## src/rtl/nec_pkg.sv

```systemverilog
// Shared NEC frame constants, the queued command record and the frame integrity check.
package nec_pkg;

    localparam int NEC_FRAME_W = 32;
    localparam int NEC_BYTE_W  = 8;

    // Byte offsets inside a received frame (LSB-first on air).
    localparam int ADDR_LSB   = 0;
    localparam int ADDR_N_LSB = 8;
    localparam int CMD_LSB    = 16;
    localparam int CMD_N_LSB  = 24;

    // 'repeat' is a reserved word, so the tag bit is called is_repeat.
    typedef struct packed {
        logic                  is_repeat;
        logic [NEC_BYTE_W-1:0] addr;
        logic [NEC_BYTE_W-1:0] cmd;
    } nec_cmd_t;

    // A frame is good when both the address and command bytes are followed by their complements.
    function automatic logic frame_good(input logic [NEC_FRAME_W-1:0] f);
        return (f[ADDR_N_LSB +: NEC_BYTE_W] == ~f[ADDR_LSB +: NEC_BYTE_W]) &&
               (f[CMD_N_LSB  +: NEC_BYTE_W] == ~f[CMD_LSB  +: NEC_BYTE_W]);
    endfunction

endpackage

```

## src/rtl/nec_cmd_queue_sync_fifo.sv

```systemverilog
// Small show-ahead synchronous FIFO; the head entry is always visible on dout.
module sync_fifo #(
    parameter int WIDTH = 17,
    parameter int DEPTH = 4
) (
    input  logic                     clk,
    input  logic                     rst,
    input  logic                     push,
    input  logic                     pop,
    input  logic [WIDTH-1:0]         din,
    output logic [WIDTH-1:0]         dout,
    output logic                     full,
    output logic                     empty,
    output logic [$clog2(DEPTH):0]   count
);

    localparam int PTR_W = $clog2(DEPTH);

    logic [PTR_W-1:0] wr_ptr_reg;
    logic [PTR_W-1:0] rd_ptr_reg;
    logic [PTR_W:0]   count_reg;
    logic [PTR_W:0]   count_next;
    logic [WIDTH-1:0] entries [DEPTH];
    logic             push_en;
    logic             pop_en;

    // A pop on an empty queue is ignored; a push into a full queue only lands if a pop frees a slot.
    assign pop_en  = pop && !empty;
    assign push_en = push && (!full || pop_en);

    assign empty = (count_reg == '0);
    assign full  = (count_reg == (PTR_W+1)'(DEPTH));
    assign count = count_reg;
    assign dout  = entries[rd_ptr_reg];

    // Storage entries are cleared on reset so the head reads zero after reset.
    for (genvar gi = 0; gi < DEPTH; gi++) begin : g_entry
        logic [WIDTH-1:0] entry_reg;

        // Capture the pushed word into the slot addressed by the write pointer.
        always_ff @(posedge clk) begin
            if (!rst) begin
                entry_reg <= '0;
            end else if (push_en && (wr_ptr_reg == PTR_W'(gi))) begin
                entry_reg <= din;
            end
        end

        assign entries[gi] = entry_reg;
    end

    // Occupancy follows the accepted push/pop combination.
    always_comb begin
        count_next = count_reg;
        case ({push_en, pop_en})
            2'b10:   count_next = count_reg + 1'b1;
            2'b01:   count_next = count_reg - 1'b1;
            default: count_next = count_reg;
        endcase
    end

    // Pointers wrap naturally at the power-of-two depth.
    always_ff @(posedge clk) begin
        if (!rst) begin
            wr_ptr_reg <= '0;
            rd_ptr_reg <= '0;
            count_reg  <= '0;
        end else begin
            if (push_en) wr_ptr_reg <= wr_ptr_reg + 1'b1;
            if (pop_en)  rd_ptr_reg <= rd_ptr_reg + 1'b1;
            count_reg <= count_next;
        end
    end

endmodule

```

## src/rtl/nec_cmd_queue.sv

```systemverilog
// NEC frame checker: validates complements, tags auto-repeats, queues commands, counts errors and drops.
module nec_cmd_queue
    import nec_pkg::*;
#(
    parameter int FIFO_DEPTH    = 4,
    parameter int REPEAT_WINDOW = 12_000_000,
    parameter int CNT_W         = 8
) (
    input  logic                   clk,
    input  logic                   rst,
    input  logic [NEC_FRAME_W-1:0] burst,
    input  logic                   frame_rdy,
    output logic [NEC_BYTE_W-1:0]  cmd_addr,
    output logic [NEC_BYTE_W-1:0]  cmd_data,
    output logic                   cmd_repeat,
    output logic                   cmd_valid,
    input  logic                   cmd_ready,
    output logic [CNT_W-1:0]       err_count,
    output logic [CNT_W-1:0]       drop_count
);

    localparam int                WIN_W      = $clog2(REPEAT_WINDOW + 1);
    localparam logic [WIN_W-1:0]  WIN_RELOAD = WIN_W'(REPEAT_WINDOW - 1);
    localparam int                OCC_W      = $clog2(FIFO_DEPTH) + 1;

    logic [NEC_BYTE_W-1:0] frame_addr;
    logic [NEC_BYTE_W-1:0] frame_cmd;
    logic                  good_frame;
    logic                  bad_frame;
    logic                  rep;
    nec_cmd_t              push_cmd;
    nec_cmd_t              head_cmd;

    logic                  fifo_full;
    logic                  fifo_empty;
    logic [OCC_W-1:0]      fifo_count;
    logic                  pop_en;
    logic                  drop;

    logic                  last_vld_reg;
    logic [NEC_BYTE_W-1:0] last_addr_reg;
    logic [NEC_BYTE_W-1:0] last_cmd_reg;
    logic [WIN_W-1:0]      win_cnt_reg;
    logic [CNT_W-1:0]      err_count_reg;
    logic [CNT_W-1:0]      drop_count_reg;

    assign frame_addr = burst[ADDR_LSB +: NEC_BYTE_W];
    assign frame_cmd  = burst[CMD_LSB  +: NEC_BYTE_W];
    assign good_frame = frame_rdy && frame_good(burst);
    assign bad_frame  = frame_rdy && !frame_good(burst);

    // Identical frame while the window is still open is an auto-repeat; win_cnt==0 means it expired.
    assign rep = last_vld_reg && (frame_addr == last_addr_reg) &&
                 (frame_cmd == last_cmd_reg) && (win_cnt_reg != '0);

    assign push_cmd = '{is_repeat: rep, addr: frame_addr, cmd: frame_cmd};

    // A full queue still accepts the push when the consumer frees the head in the same cycle.
    assign pop_en = cmd_ready && !fifo_empty;
    assign drop   = good_frame && fifo_full && !pop_en;

    sync_fifo #(
        .WIDTH ($bits(nec_cmd_t)),
        .DEPTH (FIFO_DEPTH)
    ) u_fifo (
        .clk   (clk),
        .rst   (rst),
        .push  (good_frame),
        .pop   (cmd_ready),
        .din   (push_cmd),
        .dout  (head_cmd),
        .full  (fifo_full),
        .empty (fifo_empty),
        .count (fifo_count)
    );

    assign cmd_valid  = (fifo_count != '0);
    assign cmd_addr   = head_cmd.addr;
    assign cmd_data   = head_cmd.cmd;
    assign cmd_repeat = head_cmd.is_repeat;
    assign err_count  = err_count_reg;
    assign drop_count = drop_count_reg;

    // Repeat tracker: every good frame (even one that is dropped) refreshes the reference and window.
    always_ff @(posedge clk) begin
        if (!rst) begin
            last_vld_reg  <= 1'b0;
            last_addr_reg <= '0;
            last_cmd_reg  <= '0;
            win_cnt_reg   <= '0;
        end else if (good_frame) begin
            last_vld_reg  <= 1'b1;
            last_addr_reg <= frame_addr;
            last_cmd_reg  <= frame_cmd;
            win_cnt_reg   <= WIN_RELOAD;
        end else if (win_cnt_reg != '0) begin
            win_cnt_reg   <= win_cnt_reg - 1'b1;
        end
    end

    // Saturating error and drop counters.
    always_ff @(posedge clk) begin
        if (!rst) begin
            err_count_reg  <= '0;
            drop_count_reg <= '0;
        end else begin
            if (bad_frame && (err_count_reg != '1)) err_count_reg  <= err_count_reg + 1'b1;
            if (drop && (drop_count_reg != '1))     drop_count_reg <= drop_count_reg + 1'b1;
        end
    end

endmodule

```

## config.mk

```make
export PLATFORM = sky130hd
export DESIGN_NAME = nec_cmd_queue
export DESIGN_NICKNAME = d
export VERILOG_FILES = /design/src/rtl/nec_pkg.sv /design/src/rtl/nec_cmd_queue_sync_fifo.sv /design/src/rtl/nec_cmd_queue.sv
export SDC_FILE = /design/constraint.sdc
export NUM_CORES = 1
export LEC_CHECK = 0
export ABC_CLOCK_PERIOD_IN_PS = 3000
export BUFFER_PORTS_ARGS = -buffer_cell sky130_fd_sc_hd__buf_2
export CAP_MARGIN = 20
export CELL_PAD_IN_SITES_DETAIL_PLACEMENT = 1
export CELL_PAD_IN_SITES_GLOBAL_PLACEMENT = 2
export CORE_MARGIN = 2
export CORE_UTILIZATION = 35
export DETAILED_ROUTE_END_ITERATION = 16
export PLACE_DENSITY = 0.86
export SYNTH_ARGS = -nofsm -noshare
export SYNTH_HDL_FRONTEND = slang
export SYNTH_SLANG_ARGS = --single-unit
```

## constraint.sdc

```tcl
create_clock -name clk -period 3 [get_ports clk]
set_input_delay 0.3 -clock clk [delete_from_list [all_inputs] [get_ports clk]]
set_output_delay 0.3 -clock clk [all_outputs]
set_load 0.005 [all_outputs]
```

==> After elaboration in Yosys (flattened, before gate mapping) <==
Index checks and enable logic that the tools add are counted.
{ "classes": {"eq_ne": 12, "n_reduce_logical": 28, "muxes": 6, "n_lt_le_gt_ge": 1, "addsub": 7, "n_bitwise": 4} }
{ "op_table": {"columns": ["cell", "n"], "rows": [
  ["24-bit 2-to-1 mux", 2],
  ["17-bit binary-select mux with 2-bit select", 1],
  ["17-bit 2-to-1 mux", 2],
  ["8-bit equality test", 4],
  ["24-bit nonzero test", 1],
  ["24-bit by 1-bit subtractor with 24-bit output (second input constant)", 1],
  ["8-bit by 1-bit adder with 8-bit output (second input constant)", 2],
  ["1-bit logical AND", 16],
  ["8-bit != test (second input constant)", 2],
  ["8-bit NOT", 2],
  ["2-bit equality test (second input constant)", 3],
  ["3-bit case mux with 2 select lines", 1],
  ["2-bit by 1-bit adder with 2-bit output (second input constant)", 2],
  ["2-bit by 1-bit equality test with 1-bit output (second input constant)", 2],
  ["1-bit logical NOT", 4],
  ["2-bit nonzero test", 2],
  ["3-bit by 1-bit adder with 3-bit output (second input constant)", 1],
  ["3-bit equality test (second input constant)", 1],
  ["3-bit greater-or-equal comparator (second input constant)", 1],
  ["3-bit logical NOT", 1],
  ["2-bit NOT with 3-bit output", 1],
  ["3-bit nonzero test", 1],
  ["3-bit by 1-bit subtractor with 3-bit output (second input constant)", 1],
  ["2-bit logical NOT", 1],
  ["3 further kinds", 3]
]} }
{ "word_totals": {"regBits": 132, "inputBits": 36, "word_cells": 72, "output_inout_bits": 34} }

==> Depth between registers and ports, before layout <==
Gate-level depths: netlist of run 1.
{ "depth": {"depth_word": 7, "ltp_mapped": 11, "ltp_nobuf": 9} }

==> By module <==
From an unflattened synthesis of run 1, not the netlist that was laid out.
{ "hier_totals": {"cells_unflattened": 680, "area_unflattened_um2": 6652.6} }
{ "modules_own_cells": {"columns": ["module", "area_each_um2", "cells_per_inst", "instances", "seq_area_each_um2"], "rows": [
  ["sync_fifo", 3510.9, 324, 1, 1501.4],
  ["nec_cmd_queue", 3141.8, 356, 1, 1141.1]
]} }

==> Worst setup path after synthesis of run 1 <==
OpenSTA, ideal clock, no wires.
{ "synth_timing": {"kind": "register to register", "startpoint": "reg win_cnt_reg[11]", "endpoint": "reg win_cnt_reg[9]", "period_less_slack_ns": 2.442, "path_stages_with_launch": 9, "t_required_ns": 2.867, "path_buffers": 2, "path_slack_ns": 0.558, "arrival_ns": 2.309, "path_cell_list": "dfxtp_1 -> or4_4 -> or4b_1 -> buf_2 -> or3_4 -> buf_6 -> nand4b_1 -> xor2_1 -> a21oi_1"} }
{ "synth_via": {"elab_chain_len": 2} }
{ "synth_lines": {"columns": ["element", "line_no", "rtl"], "rows": [
  ["start, declared", "nec_cmd_queue.sv:43", "logic [WIN_W-1:0] win_cnt_reg;"],
  ["start signal, assigned", "nec_cmd_queue.sv:97", "win_cnt_reg <= win_cnt_reg - 1'b1;"],
  ["24-bit nonzero test", "nec_cmd_queue.sv:96", "end else if (win_cnt_reg != '0) begin"],
  ["2-bit nonzero test (no line)", null, null]
]} }
No other way between the ends.
A chain may end at the register's enable or synchronous reset.

==> Worst setup path after layout of run 1 <==
{ "layout_timing": {"startpoint": "reg win_cnt_reg[11]", "endpoint": "reg u_fifo.g_entry[3].entry_reg[16]"} }
{ "layout_via": {"elab_chain_len": 2} }
{ "layout_lines": {"columns": ["element", "line_no", "rtl"], "rows": [
  ["24-bit nonzero test", "nec_cmd_queue.sv:54", "(frame_cmd == last_cmd_reg) && (win_cnt_reg != '0);"],
  ["1-bit logical AND", "nec_cmd_queue.sv:54", null],
  ["end signal, assigned", "nec_cmd_queue_sync_fifo.sv:45", "entry_reg <= din;"],
  ["end, declared", "nec_cmd_queue_sync_fifo.sv:38", "logic [WIDTH-1:0] entry_reg;"]
]} }
No other way between the ends.

==> impl_results.md, run 1 <==
* Status: completed
* Minimum hold slack at 0.200 ns
* Final Critical Period at 2.62 ns
* Post-CTS Setup Bufs at 0
* CTS Hold Buffers Added at 0
* Number of H-tree levels at 4
* Initial antenna violation count at 1
* Synth top area share at 43.5%
* Clock Skew at 0.00628 ns
* Worst Setup End Kind: flip-flop
* Count of input and output buffers at 69
* CP peak stage delay at 0.60 ns
* Antenna-violating nets left at 0
* Horizontal die dimension at 136 microns
* Number of setup violations in the final report at 0
* Top cells by instance count after synthesis: nand2_1, dfxtp_1, a21oi_1
* Count of different cell masters after synthesis at 45
* Fraction of layout instances using a drive strength above 1 at 17.5%
* Buffers plus inverters on the worst setup path at 0
* First-pass iteration count of the detailed router at 4
* Largest register FFs at 68
* Slew Limit Headroom at 52.4%
* Clock sinks at 132
* Number of cells upsized or downsized after cts at 0
* Global-route wire length before repair at 29.1 mm
* Synth warnings at 0
* Rows at 48
* Number of storage elements in the synthesis netlist at 132
* Path class of the lowest-slack min-delay path: input pin to flip-flop
* CP Max Fanout at 12
* Largest net degree at the start of global routing at 113
* Final wirelength at 18.0 mm
* Cell count after synthesis at 728
* Cell Pwr Density at 715 nW/um^2
* Effective utilization at floorplan at 35.5%
* Final routed DRC violation total at 0
* Via Count at 5295
* Total global-route track usage at 20.6%
* Leakage power at 2.60 nW
* Number of nets at the end of the flow at 816
* Maximum Capacitance Violations at 0
* Area growth from synthesis to layout at 17.8%
* Most used standard cell by instance count after synthesis: nand2_1
* Final weighted congestion in routability-driven placement at 0.856
* Core region area at 17100 sq um
* Overall overflow remaining after global route at 0
* Sequential share of the synthesized area at 43.5%
* Synth top area cells: dfxtp_1, nand2_1, a21oi_1
* Post-Synthesis Cell Area at 6070 sq um
* TritonCTS clock tree: done
* Via count of the first global-routing pass at 5595
* Clock tree root driver cell: clkbuf_16
* Mean post-synth cell area at 8.34 sq um
* Post-synth EDFFs at 0
* Vias per cell at 5.24
* Estimated wirelength of the detail-placed design at 12.4 mm
* Clock latency of the later-clocked register in the worst-skew pair at 0.42 ns
* I/O pin count at 70
* Highest ir drop seen on vdd at 0.612 mV
* Crit path DAT at 2.90 ns
* Number of buffers on the longest clock path at 2
* Max frequency at 0.382 GHz
* Crit-path slowest cell: or4b_1
* Final period util at 87.2%
* Least-Margin Pin Slew at 0.713 ns
* Number of DRC markers after the initial detailed-route iteration at 319
* CTS clock-pin slew for the worst setup and hold paths at 0.06 ns
* Full die area at 18400 sq um
* Total clock buffers created by CTS at 17
* Synthesized Nets at 773
* Cell Chain, Critical Path: or4_4, or4b_1, or3_4, and4_1, nand4_1, a21oi_1
* Area leader, netlist: dfxtp_1
* Worst Path Class, Setup: flip-flop to flip-flop
* Average detailed-routed wire length per instance at 17.8 microns
* Final hold violations at 0
* Die span in y at 136 microns
* Post-synth top flop: dfxtp_1
* Setup repair after global routing missed its margin: false
* Setup TNS after final layout at 0 ns
* FFs w/ async S/R, synth at 0%
* Total count of max-transition violations in the final report at 0
* Delay-heaviest family, CP: simple AND/OR/NAND/NOR gates
* CP Data Required Time at 3.28 ns
* Crit path launch type: flip-flop
==> stage by stage <==
stage	utilization [%]	std cells	instance area, sq um	power (mW)	setup slack (ns)
after floorplan	-	728	6070	2.92	0.558
after global placement	38.4	977	6580	3.06	0.282
after detailed placement	38.4	977	6580	3.12	0.189
after CTS	41.8	1009	7150	5.17	0.396
after global routing	41.8	1010	7150	5.41	0.274
final	41.8	1010	7150	5.11	0.383
==> tightest hold or removal path: stages <==
cell and delay, ns:
buf_2 0.15, nand2_1 0.06, a21oi_1 0.06
==> cells in the final DEF, fill, tap and decap left out, types with 4 or more instances in the layout <==
master,count
nand2_1,187
dfxtp_1,132
a21oi_1,109
buf_2,69
xor2_1,35
nor2_1,33
xnor2_1,30
nand3_1,19
mux4_2,17
clkbuf_16,17
nand4_1,16
buf_4,15
nor4_1,10
inv_1,8
ha_1,8
clkinv_2,7
or3_1,6
nor3_1,6
and2_1,5
and3_1,4
or4_1,4
==> final timing paths <==
check | slack [ns] | end | start | depth (start not counted)
max | 0.38 | u_fifo.g_entry[3].entry_reg[16] | win_cnt_reg[11] | 6
min reg2reg | 0.45 | u_fifo.g_entry[2].entry_reg[10] | u_fifo.g_entry[2].entry_reg[10] | 2
max reg2reg | 0.38 | u_fifo.g_entry[3].entry_reg[16] | win_cnt_reg[11] | 6
min | 0.20 | u_fifo.g_entry[1].entry_reg[1] | burst[17] | 3
==> logic make-up after synthesis <==
group | count (synthesis) | share of synthesized area (%)
compound gates | 124 | 10.7
fa+ha+maj | 9 | 1.98
xor+xnor | 65 | 9.38
mux | 20 | 6.80
simple gates | 308 | 22.8
flops | 132 | 43.5
buf+inv | 70 | 4.86
==> area by class of cell <==
cell class / instances / area [sq um]
fillers: 2035 / 9970
inverters: 9 / 35.0
well taps: 225 / 282
flip-flops and latches: 132 / 2640
diodes: 1 / 2.50
clock buffers: 22 / 464
multi-input cells: 526 / 3140
clock inverters: 10 / 106
repair buffers: 85 / 478
==> power by group <==
group | leakage [nW] | total (mW) | switching (mW) | internal [mW]
Sequential | 1.07 | 2.03 | 0.132 | 1.90
Combinational | 1.25 | 1.05 | 0.608 | 0.446
Clock | 0.283 | 2.03 | 0.773 | 1.26
Total | 2.60 | 5.11 | 1.51 | 3.60
==> layer usage <==
metal,global-route usage [%],up-vias,part of all wire [%]
met5,0,-,0
met4,8.80,0,2.3
met3,4.08,27,4.5
met2,36.0,105,52
met1,24.7,2619,42
li1,-,2544,-
No activity file was read; power rests on OpenSTA's default activity.
==> inputs of run 2 (changes only) <==
Settings changed: CORE_ASPECT_RATIO from default to 0.9.
==> impl_results.md, run 2 (synthesized netlist as in run 1, its figures left out) <==
* Final Critical Period at 2.62 ns
* Number of DRC markers after the initial detailed-route iteration at 321
* Total count of max-transition violations in the final report at 0
* Final wirelength at 18.3 mm
* Net switching fraction of the power at 29.4%
* Terminating pin of the worst hold path: u_fifo.g_entry[1].entry_reg[2]
* Count of input and output buffers at 69
* Fraction of layout instances using a drive strength above 1 at 18.0%
* CP Data Required Time at 3.28 ns
* Startpoint of the tightest hold check path: burst[18]
* Final Worst Setup Slack at 0.381 ns
* CP peak stage delay at 0.59 ns
* Initial antenna violation count at 0
* Most frequent standard cell in the layout excluding fill and tap cells: nand2_1
* Vias per cell at 5.19
* Post-CTS Setup Bufs at 0
* Slew Limit Headroom at 60.9%
* Final hold violations at 0
* Clock Skew at 0.0103 ns
* Number of H-tree levels at 4
* Via count of the first global-routing pass at 5629
* Cell Pwr Density at 746 nW/um^2
* Highest ir drop seen on vdd at 0.395 mV
* Number of setup violations in the final report at 0
* Number of cells upsized or downsized after cts at 0
* Largest register FFs at 68
* Antenna cell count at 0
* Clock tree root driver cell: clkbuf_16
* Final routed DRC violation total at 0
* Area growth from synthesis to layout at 19.8%
* First-pass iteration count of the detailed router at 4
* Average detailed-routed wire length per instance at 17.9 microns
* Startpoint of the worst register-to-register path: win_cnt_reg[11]
* Placement-stage worst setup slack at 0.411 ns
* Max frequency at 0.382 GHz
* Layer carrying the most global-route usage: met2
* Final period util at 87.3%
* Via Count at 5308
* Estimated wirelength of the detail-placed design at 12.3 mm
* Share of power burned in registers at 37.4%
* TritonCTS clock tree: done
* Fraction of met1 tracks used by global routing at 26.0%
* Setup TNS after final layout at 0 ns
* Worst reg2reg path depth at 6
* Fill count at 2002
* Terminus of the critical flop-to-flop path: u_fifo.g_entry[1].entry_reg[16]
* Core region area at 16900 sq um
* Worst Setup End Kind: flip-flop
* Part of the power in the clock network at 42.0%
* Net load switching power at 1.60 mW
* Global-route wire length before repair at 29.4 mm
* Die span in y at 129 microns
* Part of the total power dissipated in combinational logic at 20.5%
* Maximum Capacitance Violations at 0
* Met3 Track Usage GR at 4.43%
* Total clock buffers created by CTS at 17
* Clock sinks at 132
* CP Max Fanout at 12
* Least-Margin Pin Slew at 0.582 ns
* Crit-path slowest cell: or4b_1
* Clock latency of the later-clocked register in the worst-skew pair at 0.43 ns
* Horizontal die dimension at 143 microns
* Hold Crit Depth at 3
* Commonest cells after routing, fill and taps aside: nand2_1, dfxtp_1, a21oi_1
* Path class of the lowest-slack min-delay path: input pin to flip-flop
* Final weighted congestion in routability-driven placement at 0.774
* Cell Chain, Critical Path: or4_4, or4b_1, or3_4, and4_1, nand4_1, a21oi_1
* Largest net degree at the start of global routing at 106
* Status: completed
* I/O pin count at 70
* Number of buffers on the longest clock path at 2
* Met2 track utilization from global routing at 35.9%
* Setup repair after global routing missed its margin: false
* CTS Hold Buffers Added at 0
* Crit path DAT at 2.90 ns
* Minimum hold slack at 0.208 ns
* Overall overflow remaining after global route at 0
* Worst Path Class, Setup: flip-flop to flip-flop
* CTS clock-pin slew for the worst setup and hold paths at 0.06 ns
* Total global-route track usage at 20.7%
* Minimum setup slack among reg-to-reg paths at 0.38 ns
* Antenna-violating nets left at 0
* Leakage power at 2.63 nW
* Crit path launch type: flip-flop
* Full die area at 18400 sq um
* Number of nets at the end of the flow at 820
* Effective utilization at floorplan at 35.8%
* Internal Pwr Total at 3.83 mW
* Rows at 45
run 2: changes by cell type in the layout (fill, tap and decap cells not counted), sizes merged:
cell	delta
buf	+4
bufinv	+3
clkbuf	-3
clkinv	-3
clkinvlp	+3
diode	-1
run 2: area by class of cell:
cell class | count | area [sq um] | share of cell area (%)
Timing Repair Buffer | 89 | 520 | 7.16
Clock buffer | 19 | 433 | 5.95
Multi-Input combinational cell | 526 | 3140 | 43.2
Clock inverter | 13 | 208 | 2.86
Inverter | 9 | 35.0 | 0.482
Sequential cell | 132 | 2640 | 36.3
Tap cell | 235 | 294 | 4.04
run 2: stage by stage:
stage                     utilization, %  cell area, sq um  power (mW)  std cells
final                               42.9              7270        5.43       1023
after CTS                           42.9              7270        5.46       1023
after global placement              39.1              6630        3.08        991
after floorplan                        -              6070        2.92        728
after detailed placement            39.1              6630        3.15        991
after global routing                42.9              7270        5.70       1023
run 2: power by group through the flow:
stage / Clock, mW / Sequential, mW / Combinational [mW]
after floorplan: 0 / 2.03 / 0.888
after global placement: 0 / 2.05 / 1.03
after detailed placement: 0 / 2.06 / 1.09
after CTS: 2.32 / 2.03 / 1.11
after global routing: 2.41 / 2.05 / 1.24
final: 2.28 / 2.03 / 1.11
run 2: worst max path at each step:
stage | startpoint | end | cells after the start | slack [ns]
global placement | win_cnt_reg[11] | u_fifo.g_entry[0].entry_reg[16] | 6 | 0.51
floorplan | win_cnt_reg[11] | win_cnt_reg[9] | 8 | 0.56
global route | win_cnt_reg[11] | u_fifo.g_entry[1].entry_reg[16] | 6 | 0.31
detailed placement | win_cnt_reg[11] | u_fifo.g_entry[1].entry_reg[16] | 6 | 0.41
finish | win_cnt_reg[11] | u_fifo.g_entry[1].entry_reg[16] | 6 | 0.38
CTS | win_cnt_reg[11] | u_fifo.g_entry[1].entry_reg[16] | 6 | 0.39
run 2: critical path, delay by kind of cell (launching register included):
family,cells,cell delay (ns)
DFF,1,0.35
and+or+nand+nor,5,2.03
AOI/OAI and AO/OA,1,0.09
run 2: layer usage:
| layer | vias up | share of wire [%] |
|---|---|---|
| li1 | 2545 | - |
| met1 | 2650 | 45 |
| met2 | 99 | 50 |
| met3 | 14 | 3.5 |
| met4 | 0 | 1.2 |
| met5 | - | 0 |
